[config.mk]
export PLATFORM = sky130hd
export DESIGN_NAME = pipeline_control_unit
export DESIGN_NICKNAME = d
export VERILOG_FILES = /design/src/rtl/pipeline_control_unit_pkg.sv /design/src/rtl/pipeline_control_unit.sv
export SDC_FILE = /design/constraint.sdc
export NUM_CORES = 1
export LEC_CHECK = 0
export CORE_UTILIZATION = 27
export CTS_CLUSTER_DIAMETER = 60
export CTS_CLUSTER_SIZE = 14
export DETAILED_ROUTE_END_ITERATION = 10
export PLACE_DENSITY = 0.84
export SLEW_MARGIN = 20
export SYNTH_ARGS = -nofsm -noshare
export SYNTH_HDL_FRONTEND = slang
export SYNTH_SLANG_ARGS = --single-unit
[constraint.sdc]
create_clock -name clk -period 4.1 [get_ports clk]
set_clock_uncertainty 0.05 [all_clocks]
set_input_delay 0.41 -clock clk [delete_from_list [all_inputs] [get_ports clk]]
set_output_delay 0.41 -clock clk [all_outputs]
set_load 0.01 [all_outputs]
[src/rtl/pipeline_control_unit_pkg.sv]
// Shared encodings for the pipeline control unit: PC-source select codes and CP0 ExcCode values.
package pipeline_control_unit_pkg;

  typedef enum logic [3:0] {
    PC_SEQ  = 4'd0,
    PC_JUMP = 4'd1,
    PC_JR   = 4'd2,
    PC_FIX  = 4'd3,
    PC_EXC  = 4'd4,
    PC_EPC  = 4'd5
  } pc_src_e;

  localparam logic [4:0] EXC_INT = 5'd0;
  localparam logic [4:0] EXC_SYS = 5'd8;

endpackage

[src/rtl/pipeline_control_unit.sv]
// Hazard/exception controller: all decisions are combinational and take effect in the same cycle.
// A memory stall freezes every stage; an interrupt that arrives during the stall is held and serviced afterwards.
module pipeline_control_unit
  import pipeline_control_unit_pkg::*;
#(
  parameter logic [31:0] EXC_VECTOR = 32'h8000_0180
) (
  input  logic        clk,
  input  logic        rst_n,
  input  logic        id_ir,
  input  logic        id_jump,
  input  logic        mem_stall,
  input  logic [4:0]  ifid_rs_addr,
  input  logic [4:0]  real_rt_addr,
  input  logic [4:0]  idex_rd_addr,
  input  logic        idex_mem_read,
  input  logic [31:0] predicted_idex_pc,
  input  logic [31:0] target_exmem_pc,
  input  logic        cp0_intr,
  input  logic        exmem_syscall,
  input  logic        exmem_eret,
  output logic [3:0]  cu_pc_src,
  output logic        cu_pc_stall,
  output logic        cu_ifid_stall,
  output logic        cu_idex_stall,
  output logic        cu_exmem_stall,
  output logic        cu_ifid_flush,
  output logic        cu_idex_flush,
  output logic        cu_exmem_flush,
  output logic        cu_cp0_w_en,
  output logic [4:0]  cu_exec_code,
  output logic [31:0] cu_epc,
  output logic [31:0] cu_vector,
  output logic        bpu_write_en
);

  logic intr_pending;
  logic intr_req;
  logic mispredict;
  logic load_use;
  logic intr_taken;

  assign intr_req   = cp0_intr | intr_pending;
  assign mispredict = predicted_idex_pc != target_exmem_pc;
  assign load_use   = idex_mem_read && (idex_rd_addr != 5'd0) &&
                      ((idex_rd_addr == ifid_rs_addr) || (idex_rd_addr == real_rt_addr));
  assign intr_taken = rst_n && !mem_stall && intr_req;

  assign cu_epc    = target_exmem_pc;
  assign cu_vector = EXC_VECTOR;

  always_comb begin
    cu_pc_src      = PC_SEQ;
    cu_pc_stall    = 1'b0;
    cu_ifid_stall  = 1'b0;
    cu_idex_stall  = 1'b0;
    cu_exmem_stall = 1'b0;
    cu_ifid_flush  = 1'b0;
    cu_idex_flush  = 1'b0;
    cu_exmem_flush = 1'b0;
    cu_cp0_w_en    = 1'b0;
    cu_exec_code   = EXC_INT;
    bpu_write_en   = 1'b0;
    if (!rst_n) begin
      // Keep every stage bubbled while reset is held.
      cu_ifid_flush  = 1'b1;
      cu_idex_flush  = 1'b1;
      cu_exmem_flush = 1'b1;
    end else if (mem_stall) begin
      cu_pc_stall    = 1'b1;
      cu_ifid_stall  = 1'b1;
      cu_idex_stall  = 1'b1;
      cu_exmem_stall = 1'b1;
    end else if (intr_req || exmem_syscall) begin
      cu_pc_src      = PC_EXC;
      cu_ifid_flush  = 1'b1;
      cu_idex_flush  = 1'b1;
      cu_exmem_flush = 1'b1;
      cu_cp0_w_en    = 1'b1;
      cu_exec_code   = intr_req ? EXC_INT : EXC_SYS;
    end else if (exmem_eret) begin
      cu_pc_src      = PC_EPC;
      cu_ifid_flush  = 1'b1;
      cu_idex_flush  = 1'b1;
      cu_exmem_flush = 1'b1;
    end else if (mispredict) begin
      cu_pc_src      = PC_FIX;
      cu_ifid_flush  = 1'b1;
      cu_idex_flush  = 1'b1;
      bpu_write_en   = 1'b1;
    end else if (load_use) begin
      // Jumps in ID wait until the load result is forwardable.
      cu_pc_stall    = 1'b1;
      cu_ifid_stall  = 1'b1;
      cu_idex_flush  = 1'b1;
    end else if (id_ir) begin
      cu_pc_src      = PC_JR;
      cu_ifid_flush  = 1'b1;
    end else if (id_jump) begin
      cu_pc_src      = PC_JUMP;
      cu_ifid_flush  = 1'b1;
    end
  end

  always_ff @(posedge clk or negedge rst_n) begin
    if (!rst_n) begin
      intr_pending <= 1'b0;
    end else if (cp0_intr && mem_stall) begin
      intr_pending <= 1'b1;
    end else if (intr_taken) begin
      intr_pending <= 1'b0;
    end
  end

endmodule

==> results of run 1 <==
placed cells by master, fill, tap and decap left out:
cell	count
clkdlybuf4s50_1	132
xor2_1	42
conb_1	37
nor4_1	8
nor2_1	5
nor3_1	3
nand4_1	2
nor3_2	2
nand2_1	2
o21ai_0	2
a41oi_1	2
a22oi_4	1
or4_4	1
o21ai_4	1
o21ai_1	1
nor4_2	1
a211oi_2	1
nor2b_1	1
nand3b_1	1
a21oi_1	1
or2_1	1
inv_1	1
o22ai_1	1
nand2b_1	1
nor4b_1	1
o41ai_2	1
a22o_1	1
dfrtp_1	1
kinds of logic after synthesis:
group / count (synthesis) / share of synthesized area
AO/OA/AOI/OAI: 12 / 0.09596
XOR/XNOR: 42 / 0.2970
buffers and inverters: 72 / 0.4333
flip-flops: 1 / 0.02020
other: 2 / 0.006063
AND/OR/NAND/NOR: 29 / 0.1475
metrics by stage:
step                utilization  hold WS [ps]  setup WS (ps)  total power [mW]
finish                   0.5071         518.0          925.1            0.2334
CTS                      0.5071         524.9          926.1            0.2349
global route             0.5071         539.7          785.5            0.2495
detailed placement       0.5071         517.5          941.1            0.2336
floorplan                     -         64.41           1950            0.1341
global placement         0.5071         505.6          978.7            0.2314
path summary, 6_finish.rpt:
kind	start	end	slack, ps	cells after the start
min in group asynchronous	rst_n	intr_pending	610	1
min	intr_pending	intr_pending	520	1
max	target_exmem_pc[22]	cu_idex_flush	930	7
max reg2reg	intr_pending	intr_pending	3320	1
max in group asynchronous	rst_n	intr_pending	3180	1
min reg2reg	intr_pending	intr_pending	520	1
worst max-delay path, cell delays in order:
cell and delay, ps:
clkdlybuf4s50_1 440, xor2_1 170, nor4_1 400, nand4_1 240
nor2_1 320, a41oi_1 180, clkdlybuf4s50_1 540
final cells by class:
type / instances / area (um^2) / share of cell area
multi-input cells: 120 / 808.3 / 0.3635
inverters: 1 / 3.754 / 0.001688
flip-flops and latches: 1 / 25.02 / 0.01125
well taps: 52 / 65.06 / 0.02926
repair buffers: 132 / 1321 / 0.5943
per-layer routing:
| layer | up-vias | GRT usage |
|---|---|---|
| met2 | 82 | 0.3118 |
| met5 | - | 0 |
| li1 | 616 | - |
| met3 | 2 | 0.03052 |
| met4 | 0 | 0.008889 |
| met1 | 570 | 0.1352 |
power breakdown:
group / switching (mW) / total, mW / leakage, nW / internal (mW)
Combinational: 0.0870 / 0.221 / 0.902 / 0.134
Clock: 0 / 0 / 0 / 0
Sequential: 0.00128 / 0.0125 / 0.0113 / 0.0112
Total: 0.0883 / 0.233 / 0.913 / 0.145
==> impl_metrics.toml, run 1 <==
[yosys]
post-synth-top-area-fraction = 0.4303
yosys.area.top_type = "buf_4"
synth_seq_cells = 1
yosysUniqueCellTypes = 28
yosys.cell_count.top_type = "buf_4"
yosysSeqAreaShare = 0.02020
yosysWarnings = 0
yosys-top-cells-area = "buf_4, xor2_1, nor4_1, dfrtp_1, a22oi_4"
synth_cells = 158
netlist_area_um2 = 1239
synth_edf_count = 0
postSynthAreaPerCell_um2 = 7.840
synthFlopType = "dfrtp_1"
synthTopCellsByCount = "buf_4, xor2_1, nor4_1, nor2_1, nor3_1"
async_reset_ff_frac = 1.000

[global_routing]
grt_max_degree = 9
grt_pass1_vias = 1244
antenna_found_initial = 0
grtUsageTotal = 0.1421
grt_pass1_wl_mm = 5.595
gr-total-overflow = 0

[cells_and_area]
antennaDiodeCount = 0
regMostFlops = "intr_pending"
fillers = 424
area_growth_pct = 79.49
layout.nets = 344
largest_register_ffs = 1
design_area_um2 = 2223
fin_cells = 306
drive_above_1_share = 0.03150
reg_top3 = "intr_pending (1)"

[timing]
setup_tns_ps = 0
min_period_ps = 3175
fin_crit_sh = 0.7744
fmax_mhz = 315.0
setup_violations = 0
report.final.slew_viol_count = 0
rsz0062_at_grt = "false"
finalHoldViolCount = 0

[floorplanning]
row_count = 24
die_w_um = 69.73
io_pins = 170
die_h_um = 69.73
start_util = 0.2825
core_um2 = 4384
fp.dieArea_um2 = 4862

[clock_tree]
cts_setup_buffers = 0
clk_latency_ps = 0
cts-hold-fix-buffers = 0
path_clk_slew_ps = 0
ctsResizeCount = 0

[power]
p_leak_nw = 0.9129
p_per_area_nw_per_um2 = 105.0
vdd_ir_drop_max_v = 0.00003833

[setup_path]
end_kind = "primary output"
worstPathArrival_ps = 2710
path_class = "input pin to primary output"
crit_path_start_kind = "input pin"
cp.required_ps = 3640
worstPathMaxFanout = 4

[place]
hpwl_mm = 3.540
post_dp_cell_area_um2 = 2223
dp_cells = 306
port_buffers = 132
globalplace.congestion = 0.7763

[detailed_routing]
top_layer = "met4"
drt_iter0_drc = 11
wl_met3_um = 373
ant_nets = 0
wirelength_mm = 3.812
first_pass_iters = 4
wl_per_cell_um = 12.46
viasPerCell = 4.150
met2_length_mm = 2.205
vias = 1270
wl_met1_mm = 1.220
drcViolationCount = 0

[status]
status = "complete, no violations"

[flow_run]
cap_violations = 0

[min_path]
hp-class = "register to register"
Power figures use the tool's default switching activity.
==> inputs of run 2 (changes only) <==
--- a/config.mk
+++ b/config.mk
@@ -5,11 +5,11 @@
 export SDC_FILE = /design/constraint.sdc
 export NUM_CORES = 1
 export LEC_CHECK = 0
-export CORE_UTILIZATION = 27
+export CORE_UTILIZATION = 23
 export CTS_CLUSTER_DIAMETER = 60
 export CTS_CLUSTER_SIZE = 14
 export DETAILED_ROUTE_END_ITERATION = 10
-export PLACE_DENSITY = 0.84
+export PLACE_DENSITY = 0.76
 export SLEW_MARGIN = 20
 export SYNTH_ARGS = -nofsm -noshare
 export SYNTH_HDL_FRONTEND = slang
==> constraint.sdc (replaced) <==
create_clock -name clk -period 2.8 [get_ports clk]
set_clock_uncertainty 0.05 [all_clocks]
set_input_delay 0.28 -clock clk [delete_from_list [all_inputs] [get_ports clk]]
set_output_delay 0.28 -clock clk [all_outputs]
set_load 0.01 [all_outputs]
==> impl_metrics.toml, run 2 (synthesized netlist as in run 1, its figures left out) <==
[detailed_routing]
met2_length_mm = 1.891
wl_per_cell_um = 10.59
vias = 1275
wl_met1_mm = 1.169
wl_met3_um = 454
first_pass_iters = 4
ant_nets = 0
top_layer = "met3"
drcViolationCount = 0
wirelength_mm = 3.516
viasPerCell = 3.840
drt_iter0_drc = 14

[timing]
fmax_mhz = 381.7
setup_violations = 0
min_period_ps = 2620
fin_crit_sh = 0.9357
finalHoldViolCount = 0
fin_ws_ps = 180.1
report.final.slew_viol_count = 0
rsz0062_at_grt = "false"
setup_tns_ps = 0

[setup_path]
path_class = "input pin to primary output"
end_kind = "primary output"
cp_cell_sequence = "clkdlybuf4s50_1, xor2_1, nor4_1, buf_4, nand4_1, nor2_1, buf_4, nor3_1, clkdlybuf4s50_1"
cp_top_family = "buffers and inverters"
worstPathMaxFanout = 4
cpPeakStageDelay_ps = 480
cp.required_ps = 2470
crit_path_start_kind = "input pin"
startpoint = "target_exmem_pc[16]"
rr_startpoint = "intr_pending"
cpMaxStageDelayCell = "clkdlybuf4s50_1"
worstPathArrival_ps = 2290
cp_num_buf_inv = 4

[cells_and_area]
regMostFlops = "intr_pending"
layout.nets = 352
drive_above_1_share = 0.06870
fillers = 520
reg_top3 = "intr_pending (1)"
layout_commonest_cell = "clkdlybuf4s50_1"
antennaDiodeCount = 0
area_growth_pct = 87.58
largest_register_ffs = 1
final_cell_mix = "clkdlybuf4s50_1, xor2_1, conb_1, buf_4, nor4_1"

[flow_run]
cap_violations = 0

[floorplanning]
row_count = 26
fp.dieArea_um2 = 5683
io_pins = 170
die_w_um = 75.39
start_util = 0.2410
die_h_um = 75.39
core_um2 = 5140

[global_routing]
antenna_found_initial = 0
grt_max_degree = 8
gr-total-overflow = 0
grtUsageTotal = 0.1084
grt_pass1_wl_mm = 4.843
grt_pass1_vias = 1166

[power]
totalPowerFinal_mw = 0.3466
vdd_ir_drop_max_v = 0.00005998
p_per_area_nw_per_um2 = 149.2
p_leak_nw = 0.9862

[clock_tree]
path_clk_slew_ps = 0
clk_latency_ps = 0
cts-hold-fix-buffers = 0

[min_path]
hp-class = "register to register"
hold_start = "intr_pending"

[place]
dpl_worst_slack_ps = -121.9
hpwl_mm = 3.346
globalplace.congestion = 0.6944
port_buffers = 132

[status]
status = "complete, no violations"
-- run 2: cell count changes in the layout (fill, tap and decap cells not counted) --
cell and change:
buf_4 +8, clkdlybuf4s50_1 -5, dlymetal6s2s_1 +3, dlygate4sd2_1 +2, nor4_1 -2, nor4_2 +2
-- run 2: per-layer routing --
| layer | GRT usage | vias to the layer above |
|---|---|---|
| li1 | - | 630 |
| met1 | 0.1082 | 549 |
| met2 | 0.2381 | 96 |
| met3 | 0.02116 | 0 |
| met4 | 0 | 0 |
| met5 | 0 | - |
-- run 2: area by class of cell --
type | count | area (um^2) | area share
sequential | 1 | 25.02 | 0.01077
tap | 70 | 87.58 | 0.03770
inverter | 1 | 3.754 | 0.001616
multi-input combinational | 120 | 820.8 | 0.3533
timing repair buffer | 140 | 1386 | 0.5967
-- run 2: final timing paths --
check	endpoint	slack, ps	cells past startpoint
setup / recovery	bpu_write_en	180	9
hold / removal	intr_pending	530	1
setup reg to reg	intr_pending	2010	1
hold reg to reg	intr_pending	530	1
max in group asynchronous	intr_pending	2050	2
min in group asynchronous	intr_pending	540	2
-- run 2: what timing repair did --
item                                    4_1_cts  5_1_grt
cloned                                        0        0
endpoints found under the setup margin        4        4
resized for setup                             4        3
pin swaps                                     1        0
buffers inserted                              0        1
-- run 2: through the flow --
step	util	hold WS (ps)	instance area (um^2)	cells
3_3_place_gp	0.4472	504.1	2298	331
6_report	0.4520	531.3	2323	332
2_1_floorplan	-	-65.59	1370	193
5_1_grt	0.4520	551.4	2323	332
3_5_place_dp	0.4472	528.8	2298	331
4_1_cts	0.4491	530.5	2308	331
-- run 2: power by group --
part           total (mW)  internal [mW]  switching (mW)
logic               0.328          0.200           0.128
clock network           0              0               0
registers          0.0185         0.0164         0.00212
total               0.347          0.217           0.130
